==> config.mk <==
export PLATFORM = sky130hd
export DESIGN_NAME = ifetch_queue
export DESIGN_NICKNAME = d
export VERILOG_FILES = /design/src/rtl/fetch_pkg.sv /design/src/rtl/fq_fifo.sv /design/src/rtl/ifetch_queue.sv
export SDC_FILE = /design/constraint.sdc
export NUM_CORES = 1
export LEC_CHECK = 0
export BUFFER_PORTS_ARGS = -buffer_cell sky130_fd_sc_hd__buf_2
export CAP_MARGIN = 20
export CORE_ASPECT_RATIO = 0.7
export CORE_UTILIZATION = 53
export CTS_BUF_LIST = sky130_fd_sc_hd__clkbuf_4 sky130_fd_sc_hd__clkbuf_8 sky130_fd_sc_hd__clkbuf_16
export CTS_CLUSTER_SIZE = 25
export DETAILED_ROUTE_END_ITERATION = 7
export PLACE_DENSITY = 0.85
export SLEW_MARGIN = 20
export SYNTH_ARGS = -nofsm -noshare
export SYNTH_HDL_FRONTEND = slang
export SYNTH_SLANG_ARGS = --single-unit
==> constraint.sdc <==
create_clock -name clk -period 3.15 [get_ports clk]
set_clock_uncertainty 0.2 [all_clocks]
set_input_delay 0.1575 -clock clk [delete_from_list [all_inputs] [get_ports clk]]
set_output_delay 0.1575 -clock clk [all_outputs]
set_load 0.05 [all_outputs]
==> src/rtl/fetch_pkg.sv <==
// Shared types for the instruction prefetch queue.
// Holds the buffered {pc, instr} entry and fetch constants.
package fetch_pkg;

  typedef struct packed {
    logic [31:0] pc;
    logic [31:0] instr;
  } fq_entry_t;

  localparam logic [31:0] PC_STEP = 32'd4;
  localparam logic [31:0] FQ_NOP  = 32'h0;

endpackage

==> src/rtl/fq_fifo.sv <==
// Synchronous FIFO of fetch entries with a single-cycle clear.
// Head is read combinationally; pointers wrap modulo DEPTH.
module fq_fifo
  import fetch_pkg::*;
#(
  parameter int DEPTH = 4
) (
  input  logic                       clk,
  input  logic                       rst,
  input  logic                       push,
  input  logic                       pop,
  input  logic                       clear,
  input  fq_entry_t                  din,
  output fq_entry_t                  dout,
  output logic [$clog2(DEPTH+1)-1:0] count
);

  localparam int AW = $clog2(DEPTH);
  localparam int CW = $clog2(DEPTH + 1);

  fq_entry_t     mem [DEPTH];
  logic [AW-1:0] rd_ptr;
  logic [AW-1:0] wr_ptr;
  logic          do_push;
  logic          do_pop;

  assign do_pop  = pop && (count != '0);
  assign do_push = push && ((count != CW'(DEPTH)) || do_pop);
  assign dout    = mem[rd_ptr];

  always_ff @(posedge clk) begin
    if (do_push && !clear && !rst) begin
      mem[wr_ptr] <= din;
    end
  end

  always_ff @(posedge clk) begin
    if (rst || clear) begin
      rd_ptr <= '0;
      wr_ptr <= '0;
      count  <= '0;
    end else begin
      if (do_push) begin
        wr_ptr <= wr_ptr + 1'b1;
      end
      if (do_pop) begin
        rd_ptr <= rd_ptr + 1'b1;
      end
      count <= count + CW'(do_push) - CW'(do_pop);
    end
  end

endmodule

==> src/rtl/ifetch_queue.sv <==
// Prefetch queue ahead of IF: issues sequential IM fetches,
// buffers returned words and flushes on EX redirects.
module ifetch_queue
  import fetch_pkg::*;
#(
  parameter int          DEPTH           = 4,
  parameter int          MAX_OUTSTANDING = 2,
  parameter logic [31:0] RESET_PC        = 32'h0000_0000
) (
  input  logic        clk,
  input  logic        rst,
  output logic        im_req,
  output logic [31:0] im_addr,
  input  logic        im_gnt,
  input  logic        im_rvalid,
  input  logic [31:0] im_rdata,
  input  logic        redirect,
  input  logic [31:0] redirect_pc,
  output logic        instr_valid,
  output logic [31:0] instr,
  output logic [31:0] instr_pc,
  input  logic        instr_ready
);

  localparam int CW = $clog2(DEPTH + 1);
  localparam int OW = $clog2(MAX_OUTSTANDING + 1);
  localparam int SW = CW + OW + 1;

  localparam logic RUN     = 1'b0;
  localparam logic DISCARD = 1'b1;

  logic          state;
  logic [31:0]   fetch_pc;
  logic [31:0]   resp_pc;
  logic [31:0]   new_pc;
  logic [OW-1:0] outstanding;
  logic [OW-1:0] discard_cnt;
  logic [OW-1:0] out_after_rsp;
  logic [CW-1:0] count;
  logic [SW-1:0] used;
  logic          credit_ok;
  logic          gnt;
  logic          push;
  logic          pop;
  fq_entry_t     din;
  fq_entry_t     head;

  // Slots already owned by buffered words plus live requests.
  assign used = SW'(count) + SW'(outstanding)
              - SW'(discard_cnt);
  assign credit_ok = used < SW'(DEPTH);

  assign im_req = !rst && !redirect && credit_ok
               && (outstanding < OW'(MAX_OUTSTANDING));
  assign im_addr = rst ? RESET_PC : fetch_pc;
  assign gnt     = im_req && im_gnt;

  assign new_pc        = redirect_pc & ~32'h3;
  assign out_after_rsp = outstanding - OW'(im_rvalid);

  assign push = im_rvalid && !redirect && (state == RUN);
  assign pop  = instr_valid && instr_ready && !redirect;
  assign din  = '{pc: resp_pc, instr: im_rdata};

  assign instr_valid = !rst && (count != '0);
  assign instr    = instr_valid ? head.instr : FQ_NOP;
  assign instr_pc = instr_valid ? head.pc : FQ_NOP;

  fq_fifo #(
    .DEPTH(DEPTH)
  ) u_fifo (
    .clk  (clk),
    .rst  (rst),
    .push (push),
    .pop  (pop),
    .clear(redirect),
    .din  (din),
    .dout (head),
    .count(count)
  );

  always_ff @(posedge clk) begin
    if (rst) begin
      fetch_pc    <= RESET_PC;
      resp_pc     <= RESET_PC;
      outstanding <= '0;
      discard_cnt <= '0;
      state       <= RUN;
    end else if (redirect) begin
      fetch_pc    <= new_pc;
      resp_pc     <= new_pc;
      outstanding <= out_after_rsp;
      discard_cnt <= out_after_rsp;
      state       <= (out_after_rsp != '0) ? DISCARD : RUN;
    end else begin
      outstanding <= out_after_rsp + OW'(gnt);
      if (gnt) begin
        fetch_pc <= fetch_pc + PC_STEP;
      end
      if (push) begin
        resp_pc <= resp_pc + PC_STEP;
      end
      if (im_rvalid && (state == DISCARD)) begin
        discard_cnt <= discard_cnt - 1'b1;
        if (discard_cnt == OW'(1)) begin
          state <= RUN;
        end
      end
    end
  end

  a_out_max : assert property (
    @(posedge clk) disable iff (rst)
    outstanding <= OW'(MAX_OUTSTANDING));

  a_no_ovf : assert property (
    @(posedge clk) disable iff (rst)
    !(push && (count == CW'(DEPTH)) && !pop));

  a_rsp_ok : assert property (
    @(posedge clk) disable iff (rst)
    im_rvalid |-> (outstanding != '0));

endmodule

==> summary.md <==
| Metric | Value |
|---|---|
| Worst-path cell chain | `inv_2, fa_1, inv_1, ha_1, and3b_2, or4_4, a21boi_4, buf_6` |
| EDFF count, synth | `~250` |
| Max-cap violations | `0` |
| Final hold vios | `0` |
| Antenna violations before repair | `0` |
| Post-Synthesis Cells | `roughly 960` |
| Status | `finished, violations left` |
| Antenna cells | `0` |
| Critical path endpoint category | `output port` |
| Area Growth Syn to Fin | `22.17%` |
| # port buffers | `161` |
| Clock Pin Slew Worst Setup and Hold Paths | `0.06 ns` |
| Crit-path slowest cell | `fa_1` |
| CTS Root Cell | `clkbuf_16` |
| Hold_sp | `im_rdata[6]` |
| Post-route clock period utilization | `101.6%` |
| Reg-to-reg startpoint | `outstanding[1]` |
| Req. time, crit path | `around 2.8 ns` |
| Worst reg-to-reg path cell count | `11` |
| Synth top area share | `a little over half` |
| DP Worst Slack | `0.04203 ns` |
| WP data arrival | `2.84 ns` |
| Post-route cell area | `17,120 µm²` |
| DRC viols | `0` |
| Routed via count | `between 9,000 and 10,000` |
| Final setup fails | `1` |
| Slew headroom | `between 40 and 50%` |
| CP Max Fanout | `2` |
| Final WL | `33,640 µm` |
| DR vias/cell | `5.876` |
| Placer Congestion | `0.8946` |
| Clk sink count | `roughly 320` |
| Setup TNS | `-0.04947 ns` |
| R2R Path End | `fetch_pc[26]` |
| Global Route Usage Sum | `24.58%` |
| TritonCTS Buffers | `29` |
| Leakage power total | `0.006077 µW` |
| CTS max path bufs | `3` |
| Min Hold Slack | `0.1641 ns` |
| Largest net degree at the start of global routing | `70` |
| Synthesized area per cell | `14.62 µm²` |
| Violated checks | `negative setup slack` |
| Mapped cell area | `14,010 µm²` |
| Synth warn | `0` |
| FMAX | `312.6 MHz` |
| FILL cells | `1,748` |
| Wire length per cell | `21.33 µm` |
| Crit-path leading delay family | `adder cells` |
| Seq/Total Area, Yosys | `63.73%` |
| Hpwl dp | `between 20,000 and 25,000 µm` |
| Async SR Flop Fraction | `0%` |
| Power Density | `between 500 and 600 nW/µm²` |
| Global-route wire length before repair | `51,760 µm` |
| Die Footprint | `27,100 µm²` |
| Hold Path Sink | `u_fifo.mem[2][6]` |
| H-tree depth | `1` |
| Antenna viol nets, final | `0` |
| DP Area | `15,300 µm²` |
| Starting density of the core | `54.28%` |
| Worst VDD drop | `~0.30 mV` |
| Die Height | `around 140 µm` |
| Worst setup margin | `-0.04947 ns` |
| Buffers & Inverters on Critical Path | `3` |
| RSZ-0062 raised after global routing | `true` |
| Nature of the critical path startpoint | `flop` |
| Count of pins over their slew limit | `0` |
| Seq cells post-synth | `322` |
| CTS tree | `yes` |
| DR pass1 iterations | `5` |
| Vias in the first global route | `9,049` |
| Fin nets | `between 1,000 and 1,500` |
| Post-synth top flop | `edfxtp_1` |
| Global route overflow | `0` |
| Insertion delay to the later sink of the worst-skew pair | `roughly 0.56 ns` |
| Fraction of layout cells with a size suffix above 1 | `28.36%` |
| Initial detailed-routing violation count | `781` |
| Max stage delay on crit path | `0.52 ns` |
| Hold Path Class | `in -> reg` |
| Synth area leader | `edfxtp_1` |
| Min Tclk post-route | `3.199 ns` |
| Core Footprint | `25,810 µm²` |
| Synth area leaders | `edfxtp_1, dfxtp_1, mux4_2` |
| IO Count | `168` |
| Crit Path Class | `reg -> out` |
| Final core occ | `66.31%` |
| Least-Margin Pin Slew | `about 0.8 ns` |
| DIE WIDTH | `196.3 µm` |
| R2R setup slack | `around 0.05 ns` |
| Hold Path Stages | `2` |
| Site Rows | `49` |
| Synth unique cells | `74` |
[how the worst max path moves through the flow]
| stage | start | to | slack (ns) | depth (start not counted) |
|---|---|---|---|---|
| floorplan | outstanding[1] | im_req | -0.01 | 7 |
| global placement | u_fifo.count[1] | fetch_pc[31] | 0.12 | 10 |
| detailed placement | u_fifo.count[1] | fetch_pc[27] | 0.04 | 10 |
| CTS | outstanding[1] | im_req | -0.12 | 8 |
| global route | outstanding[1] | im_req | -0.12 | 8 |
| finish | outstanding[1] | im_req | -0.05 | 8 |
[timing repair]
action | in CTS | in global routing
pin swaps | 4 | 8
endpoints found under the hold margin | 198 | 0
gates resized for setup | 9 | 10
hold buffers | 69 | 0
setup buffers | 3 | 4
endpoints found under the setup margin | 1 | 25
[placed cells by master, fill, tap and decap left out, types with 14 or more instances in the layout]
master	netlist	layout
a211oi_1	16	16
a21oi_1	15	14
a31oi_1	17	17
and2_1	70	70
buf_2	10	160
buf_4	4	21
clkbuf_16	0	29
dfxtp_1	74	70
dlygate4sd3_1	0	69
edfxtp_1	248	248
ha_1	15	15
inv_1	27	26
mux4_2	62	62
nand2_1	56	56
nand3_1	25	25
nor2_1	44	44
nor2b_1	26	26
xnor2_1	26	26
[worst reg2reg max path: stages, from the launching register on]
cell,delay (ns)
dfxtp_2,0.34
inv_2,0.04
fa_1,0.52
inv_1,0.04
ha_1,0.26
and3b_2,0.22
buf_4,0.16
nor4_4,0.17
buf_4,0.19
o2111ai_4,0.15
or4_1,0.57
a31oi_1,0.17
[cell families after synthesis]
logic type	Yosys count	synth area share (%)
DFF	322	63.73
buffers and inverters	85	2.822
adders and majority gates	17	1.625
and+or+nand+nor	305	12.32
AOI/OAI and AO/OA	118	6.314
other	1	0.02677
muxes	79	11.23
xor gates and xnor gates	31	1.938
[flip-flops by register name, summed over array words and instances (netlist names), named ones only]
name	flops
u_fifo.mem	248
fetch_pc	30
resp_pc	30
u_fifo.count	3
discard_cnt	2
outstanding	2
u_fifo.rd_ptr	2
u_fifo.wr_ptr	2
state	1
[through the flow]
stage | cells | power (µW)
after floorplan | 961 | 5257
after global placement | 1447 | 5463
after detailed placement | 1447 | 5488
after CTS | 1573 | 9222
after global routing | 1577 | 9460
final | 1577 | 9215
[per-layer routing]
| metal | routed length [µm] | global-route usage, % | share of wire, % | vias up |
|---|---|---|---|---|
| met5 | 0 | 0 | 0 | - |
| met4 | 588 | 4.153 | 1.7 | 0 |
| met3 | 2925 | 3.855 | 8.7 | 53 |
| met2 | 15800 | 39.08 | 47 | 478 |
| met1 | 14320 | 36.54 | 43 | 4579 |
| li1 | - | - | - | 4157 |
[layout make-up]
| cell class | instances | area [µm²] | share of cell area [%] |
|---|---|---|---|
| Clock buffer | 34 | 763.2 | 4.459 |
| Clock inverter | 20 | 244.0 | 1.426 |
| Inverter | 29 | 108.9 | 0.6360 |
| Multi-Input combinational cell | 554 | 4765 | 27.84 |
| Sequential cell | 322 | 8936 | 52.21 |
| Tap cell | 357 | 446.7 | 2.610 |
| Timing Repair Buffer | 261 | 1852 | 10.82 |
[power by group]
part	total (µW)	switching [µW]	internal [µW]	leakage, µW
clock network	3710	1550	2160	0.000504
logic	729	438	290	0.00271
registers	4780	114	4660	0.00286
[synth_stat cells (4+ instances only)]
cell type,number
edfxtp_1,248
dfxtp_1,74
and2_1,70
mux4_2,62
nand2_1,56
nor2_1,44
clkbuf_1,32
inv_1,27
nor2b_1,26
xnor2_1,26
nand3_1,25
a31oi_1,17
a211oi_1,16
a21oi_1,15
ha_1,15
and3_1,14
mux2i_1,12
nor4_1,12
nand4_1,11
buf_2,10
nor3_1,9
o211ai_1,8
or3_1,8
a21boi_0,7
o21ai_0,7
o21a_1,6
o311ai_0,6
a22o_1,5
buf_6,5
mux2_2,5
nor4_2,5
or4_1,5
xor2_1,5
buf_1,4
buf_4,4
No activity file was read; power rests on OpenSTA's default activity.
